==> src/rtl/uarch_pkg.sv <==
// Shared micro-architecture types: operands, dispatched micro-ops, CDB writeback
// packets and the AGU scheduler entry.
package uarch_pkg;

  localparam int unsigned TAG_W               = 6;
  localparam int unsigned DATA_W              = 32;
  localparam int unsigned AGU_SCHED_DEPTH     = 8;
  localparam int unsigned AGU_SCHED_CDB_PORTS = 2;

  typedef struct packed {
    logic              is_renamed;
    logic [TAG_W-1:0]  tag;
    logic [DATA_W-1:0] data;
  } operand_t;

  typedef struct packed {
    logic             is_valid;
    logic [TAG_W-1:0] dest_tag;
    operand_t         src_0_a;
    operand_t         src_0_b;
  } instruction_t;

  typedef struct packed {
    logic              is_valid;
    logic [TAG_W-1:0]  dest_tag;
    logic [DATA_W-1:0] result;
  } writeback_packet_t;

  typedef struct packed {
    logic         valid;
    instruction_t inst;
  } sched_entry_t;

endpackage

==> src/rtl/agu_sched_wakeup.sv <==
// Operand wakeup: snoops every CDB port and captures the result for a waiting
// operand whose tag matches a valid broadcast.
module agu_sched_wakeup
  import uarch_pkg::*;
#(
  parameter int unsigned CDB_PORTS = AGU_SCHED_CDB_PORTS
) (
  input  operand_t                           operand,
  input  writeback_packet_t [CDB_PORTS-1:0]  cdb,
  output operand_t                           operand_next,
  output logic                               match
);

  always_comb begin
    operand_next = operand;
    match        = 1'b0;
    for (int unsigned p = 0; p < CDB_PORTS; p++) begin
      if (operand.is_renamed && cdb[p].is_valid && (cdb[p].dest_tag == operand.tag)) begin
        match                   = 1'b1;
        operand_next.is_renamed = 1'b0;
        operand_next.data       = cdb[p].result;
      end
    end
  end

endmodule

==> src/rtl/agu_sched.sv <==
// AGU issue scheduler: collapsing queue of memory micro-ops, CDB wakeup and
// oldest-ready issue. Define AGU_SCHED_BYPASS_EN for same-cycle CDB-to-issue.
module agu_sched
  import uarch_pkg::*;
#(
  parameter int unsigned DEPTH     = AGU_SCHED_DEPTH,
  parameter int unsigned CDB_PORTS = AGU_SCHED_CDB_PORTS
) (
  input  logic                               clk,
  input  logic                               rst,
  input  logic                               flush,
  input  logic                               dispatch_valid,
  input  instruction_t                       dispatch_packet,
  output logic                               dispatch_ready,
  input  writeback_packet_t [CDB_PORTS-1:0]  cdb,
  output instruction_t                       agu_packet,
  output logic [$clog2(DEPTH+1)-1:0]         occupancy
);

  localparam int unsigned OCC_W = $clog2(DEPTH+1);

  sched_entry_t entries [DEPTH];
  sched_entry_t cur     [DEPTH];
  sched_entry_t nxt     [DEPTH];
  operand_t     woke_a  [DEPTH];
  operand_t     woke_b  [DEPTH];
  logic [DEPTH-1:0] match_a, match_b, ready;

  operand_t     disp_woke_a, disp_woke_b;
  logic         disp_match_a, disp_match_b;
  instruction_t disp_inst;

  logic             issue, accept;
  logic [OCC_W-1:0] sel_pos, tail;

  for (genvar g = 0; g < DEPTH; g++) begin : g_wake
    agu_sched_wakeup #(.CDB_PORTS(CDB_PORTS)) u_wake_a (
      .operand(entries[g].inst.src_0_a), .cdb(cdb),
      .operand_next(woke_a[g]), .match(match_a[g]));
    agu_sched_wakeup #(.CDB_PORTS(CDB_PORTS)) u_wake_b (
      .operand(entries[g].inst.src_0_b), .cdb(cdb),
      .operand_next(woke_b[g]), .match(match_b[g]));
  end

  agu_sched_wakeup #(.CDB_PORTS(CDB_PORTS)) u_disp_wake_a (
    .operand(dispatch_packet.src_0_a), .cdb(cdb),
    .operand_next(disp_woke_a), .match(disp_match_a));
  agu_sched_wakeup #(.CDB_PORTS(CDB_PORTS)) u_disp_wake_b (
    .operand(dispatch_packet.src_0_b), .cdb(cdb),
    .operand_next(disp_woke_b), .match(disp_match_b));

  assign dispatch_ready = (occupancy < OCC_W'(DEPTH));
  assign accept         = dispatch_valid && dispatch_ready;
  assign tail           = occupancy - OCC_W'(issue);

  always_comb begin
    disp_inst          = dispatch_packet;
    disp_inst.is_valid = 1'b1;
    disp_inst.src_0_a  = disp_match_a ? disp_woke_a : dispatch_packet.src_0_a;
    disp_inst.src_0_b  = disp_match_b ? disp_woke_b : dispatch_packet.src_0_b;
  end

  // Entries with this cycle's CDB results folded in; this is what gets stored.
  always_comb begin
    for (int unsigned i = 0; i < DEPTH; i++) begin
      cur[i]              = entries[i];
      cur[i].inst.src_0_a = match_a[i] ? woke_a[i] : entries[i].inst.src_0_a;
      cur[i].inst.src_0_b = match_b[i] ? woke_b[i] : entries[i].inst.src_0_b;
    end
  end

  always_comb begin
    ready      = '0;
    issue      = 1'b0;
    sel_pos    = '0;
    agu_packet = '0;
    for (int unsigned i = 0; i < DEPTH; i++) begin
`ifdef AGU_SCHED_BYPASS_EN
      ready[i] = cur[i].valid && !cur[i].inst.src_0_a.is_renamed
                 && !cur[i].inst.src_0_b.is_renamed;
`else
      ready[i] = entries[i].valid && !entries[i].inst.src_0_a.is_renamed
                 && !entries[i].inst.src_0_b.is_renamed;
`endif
    end
    for (int unsigned i = 0; i < DEPTH; i++) begin
      if (ready[i] && !issue) begin
        issue   = 1'b1;
        sel_pos = OCC_W'(i);
`ifdef AGU_SCHED_BYPASS_EN
        agu_packet = cur[i].inst;
`else
        agu_packet = entries[i].inst;
`endif
        agu_packet.is_valid = 1'b1;
      end
    end
    if (flush) begin
      agu_packet = '0;
    end
  end

  // Collapse: entries above the issued slot move down one; the new op lands at
  // the post-collapse tail.
  always_comb begin
    for (int unsigned i = 0; i + 1 < DEPTH; i++) begin
      nxt[i] = (issue && (OCC_W'(i) >= sel_pos)) ? cur[i+1] : cur[i];
    end
    nxt[DEPTH-1] = issue ? '0 : cur[DEPTH-1];
    for (int unsigned i = 0; i < DEPTH; i++) begin
      if (accept && (OCC_W'(i) == tail)) begin
        nxt[i].valid = 1'b1;
        nxt[i].inst  = disp_inst;
      end
    end
  end

  always_ff @(posedge clk or posedge rst) begin
    if (rst) begin
      entries   <= '{default: '0};
      occupancy <= '0;
    end else if (flush) begin
      entries   <= '{default: '0};
      occupancy <= '0;
    end else begin
      entries   <= nxt;
      occupancy <= occupancy + OCC_W'(accept) - OCC_W'(issue);
    end
  end

endmodule

==> config.mk <==
export PLATFORM = sky130hd
export DESIGN_NAME = agu_sched
export DESIGN_NICKNAME = d
export VERILOG_FILES = /design/src/rtl/uarch_pkg.sv /design/src/rtl/agu_sched_wakeup.sv /design/src/rtl/agu_sched.sv
export SDC_FILE = /design/constraint.sdc
export NUM_CORES = 2
export LEC_CHECK = 0
export ABC_AREA = 1
export BUFFER_PORTS_ARGS = -buffer_cell sky130_fd_sc_hd__clkbuf_2
export CAP_MARGIN = 20
export CORE_UTILIZATION = 35
export DETAILED_ROUTE_END_ITERATION = 12
export PLACE_DENSITY = 0.5
export SETUP_SLACK_MARGIN = 0.4
export SLEW_MARGIN = 0
export SYNTH_ARGS = -nofsm -noshare
export SYNTH_HDL_FRONTEND = slang
export SYNTH_SLANG_ARGS = --single-unit
==> constraint.sdc <==
create_clock -name clk -period 22.3 [get_ports clk]
set_input_delay 1.115 -clock clk [delete_from_list [all_inputs] [get_ports clk]]
set_output_delay 1.115 -clock clk [all_outputs]
set_load 0.01 [all_outputs]
==> results <==
- The flow ran to the end, and the final reports show no timing, DRC or antenna violations.
- After clock tree synthesis, the clock-pin slew on the worst setup and hold paths is 60 ps.
- TritonCTS built the clock tree.
- The number of failing setup endpoints in the final timing report is 0.
- The cell area power density is 133 nW/um^2.
- The post-cts repair resize count is 0.
- The setup fix buffers added after clock tree synthesis is 0.
- The root buffer selected by CTS is clkbuf_16.
- The total area of sequential cells is 17100 sq um.
- Entering global routing, the biggest net connects 134 pins.
- The max-slew violation count is 0.
- The area of the core region is 163000 sq um.
- The first-pass GRT wire length is 472000 um.
- Dividing the detail-routed via count by the number of cells gives 6.08.
- The overall die area is 166000 sq um.
- The hold path depth is 2.
- Cells fill 39.2% of the core in the end.
- For this run, the leading register cell type out of synthesis is dfrtp_1.
- The worst register-to-register path begins at entries[640].
- Once detailed placement completed, the half-perimeter wirelength came to 217000 um.
- Each instance of the synthesized netlist takes up on average 5.92 sq um.
- For hold timing, the worst endpoint is entries[622].
- The DRC violation total after the first TritonRoute iteration is 10400.
- The number of max-cap violations is 0.
- At the worst endpoint, the arrival time is 8790 ps.
- For this design the static power due to leakage is 0.0326 uW.
- The post-route netlist has 8.14% of its cells at a drive strength greater than 1.
- For the worst setup path, the data required time is 22910 ps.
- The origin of the worst setup path is entries[640].
- Summing over every cut layer, the via total after detailed routing is 71400.
- The H-tree depth reported by CTS is 3.
- Yosys printed 0 warnings.
- nand2_1 is the most common cell in the netlist.
- The clock sink total is 684.
- The final instance area is 63800 sq um.
- The cell taking the most area after synthesis is dfrtp_1.
- The hold violation count in the final report is 0.
- The number of antenna violations at the first check in global routing was 5.
- Synthesis inferred 684 register bits.
- In this run the cell area of the synthesized design comes to 57600 sq um.
- The category of the worst setup path launch point is a flop.
- In this design, the stage delay of the slowest critical-path cell is 750 ps.
- The overall global routing resource usage is 38.8%.
- The post-synthesis to final-layout area growth is 10.9%.
- The total area of multi-input combinational cells is 34300 sq um.
- The minimum setup slack among reg-to-reg paths is 14120 ps.
- The number of detailed-route iterations in the first pass is 8.
- The path class of the tightest hold or removal check is flop to flop.
- The worst path in the final design needs a cycle of 8180 ps, including I/O delays and setup.
- Clock skew on the completed layout was measured at 53.7 ps.
- In this run the worst path has a maximum fanout of 73.
- The starting density of the core is 35.3%.
- The standard cell area after detailed placement is 60500 sq um.
- The synthesized netlist contains 45 unique library cells.
- The global-route congestion overflow total is 0.
- Yosys attributes the largest share of cell area to dfrtp_1, nand2_1, nand3_1, inv_1, nand4_1.
- After the last flow step, the layout net total stands at 9672.
- The die outline height is 408 um.
- The routed wire length per instance is 28.7 um.
- Synthesis produced 9719 cells.
- The cell that appears most often on the critical path is buf_4.
- The worst-margin pin slew is 1240 ps.
- The commonest cells after synthesis are nand2_1, nand3_1, inv_1.
- Routability-driven placement finished with a final weighted congestion of 0.947.
- The count of input and output buffers is 253.
- The startpoint identified for the worst hold timing path is entries[622].
- The capture point of the worst reg-to-reg path is entries[654].
- For this run, asynchronously set or reset flops after synthesis account for 100%.
- The remaining antenna violation count after routing is 0.
- Of the post-synthesis cell area, the dominant cell type holds 29.7%.
- For this block, the routed nets add up to 337000 um of wire.
- The via count of the first global-routing pass is 63100.
- Counting the fill cells in the layout gives 17700.
- Summing the sequential cell areas from Yosys gives 29.7% of the chip area.
- The period utilization is 36.7%.
- The worst-case IR drop observed on VDD is 0.000132 V.
- The cell type of the slowest stage on the worst timing path is buf_4.
- The total of hold buffers inserted after clock tree synthesis is 0.
- Counting along the longest clock path gives a buffer depth of 3.
- The critical path in this run is classified as flop to flop.
- In this run, CTS created clock tree buffers numbering 95.
- The worst pin sits at a relative slew slack of 17.0%.
- The critical path endpoint category is a flop.
- The number of enable flip-flop cells after synthesis is 0.
- The floorplan has 148 rows.
- For the worst flop-to-flop path, the logic depth is 26.
- Setup repair after global routing left no endpoint under its margin.
- Setup total negative slack on the finished layout was measured at 0 ps.
- Clock latency on the worst-skew pair, taken at its later pin, is 760 ps.
- The floorplan die width is 408 um.
- The upper clock frequency limit is 0.122 GHz.
- 257 I/O pins were placed.
- The total DRC errors in the routed layout is 0.
-- logic make-up (layout without fill, tap and decap cells) --
| kind of cell | Yosys count | count (layout) | synth area share (%) |
|---|---|---|---|
| fa+ha+maj | 8 | 8 | 0.187 |
| simple gates | 5954 | 5954 | 45.5 |
| buf+inv | 1669 | 1512 | 11.2 |
| flops | 684 | 684 | 29.7 |
| compound gates | 1346 | 1346 | 12.5 |
| xor+xnor | 57 | 57 | 0.867 |
| other cells | 1 | 7 | 0.00651 |
-- worst max-delay path by stage --
stage	endpoint	slack (ps)
6_report	entries[654]	14120
5_1_grt	entries[651]	13870
4_1_cts	agu_packet[0]	14290
3_5_place_dp	entries[654]	14430
3_3_place_gp	entries[648]	14540
2_1_floorplan	cur[164]	2010
-- metrics by stage --
stage               hold WS (ps)  worst slack, ps  power (uW)  std cells
floorplan                    449             2010        4890       9720
global placement             464            14540        6570      11600
detailed placement           465            14430        6630      11600
CTS                          481            14290        8260      11700
global route                 495            13870        8890      11700
finish                       478            14120        8480      11700
-- where the power goes --
| part | total (uW) | internal [uW] | switching (uW) | leakage, uW |
|---|---|---|---|---|
| clock | 1640 | 962 | 677 | 0.00160 |
| combinational | 5070 | 1250 | 3820 | 0.0217 |
| sequential | 1770 | 1580 | 189 | 0.00937 |
-- routing by layer --
metal  GRT usage [%]  part of all wire, %  up-vias  wire length (um)
li1                -                    -    31700                 -
met1            56.2                   42    33700            141000
met2            48.7                   37     5356            123000
met3            17.6                   17      592             58200
met4            14.7                  4.1        4             13900
met5           0.460                0.035        -               118
-- critical path: cells and delay by family, from the launching register on --
| kind | cells | cell delay (ps) |
|---|---|---|
| xor gates and xnor gates | 1 | 130 |
| buffers and inverters | 7 | 2920 |
| DFF | 1 | 450 |
| adders and majority gates | 2 | 410 |
| and+or+nand+nor | 16 | 3960 |
-- final cells by class --
| type | instances | share of cell area [%] |
|---|---|---|
| diodes | 5 | 0.0196 |
| clock buffers | 138 | 4.55 |
| clock inverters | 25 | 0.467 |
| inverters | 861 | 5.11 |
| multi-input cells | 7367 | 53.7 |
| flip-flops and latches | 684 | 26.8 |
| well taps | 2175 | 4.26 |
| repair buffers | 488 | 5.03 |
-- cells in the final DEF, fill, tap and decap left out, types with 14 or more instances in the layout --
| master | instances |
|---|---|
| clkinv_1 | 39 |
| o21ai_1 | 218 |
| nand3b_1 | 148 |
| o21ai_0 | 438 |
| clkinv_2 | 18 |
| nand2_2 | 16 |
| o32ai_1 | 29 |
| clkbuf_2 | 252 |
| xnor2_1 | 26 |
| inv_2 | 41 |
| clkbuf_8 | 30 |
| xor2_1 | 31 |
| clkbuf_16 | 98 |
| a21oi_1 | 455 |
| inv_1 | 773 |
| nand4_1 | 377 |
| nor2_2 | 24 |
| dfrtp_1 | 684 |
| buf_4 | 226 |
| nor3_1 | 14 |
| nand2_1 | 3144 |
| o211ai_1 | 40 |
| nand3_1 | 1739 |
| o22ai_1 | 124 |
| nor2_1 | 441 |
| a31oi_1 | 22 |
-- state kept, by name, indices dropped and copies added (netlist names) --
register   cells
cur           56
entries      624
occupancy      4
(Power assumes the default switching activity.)
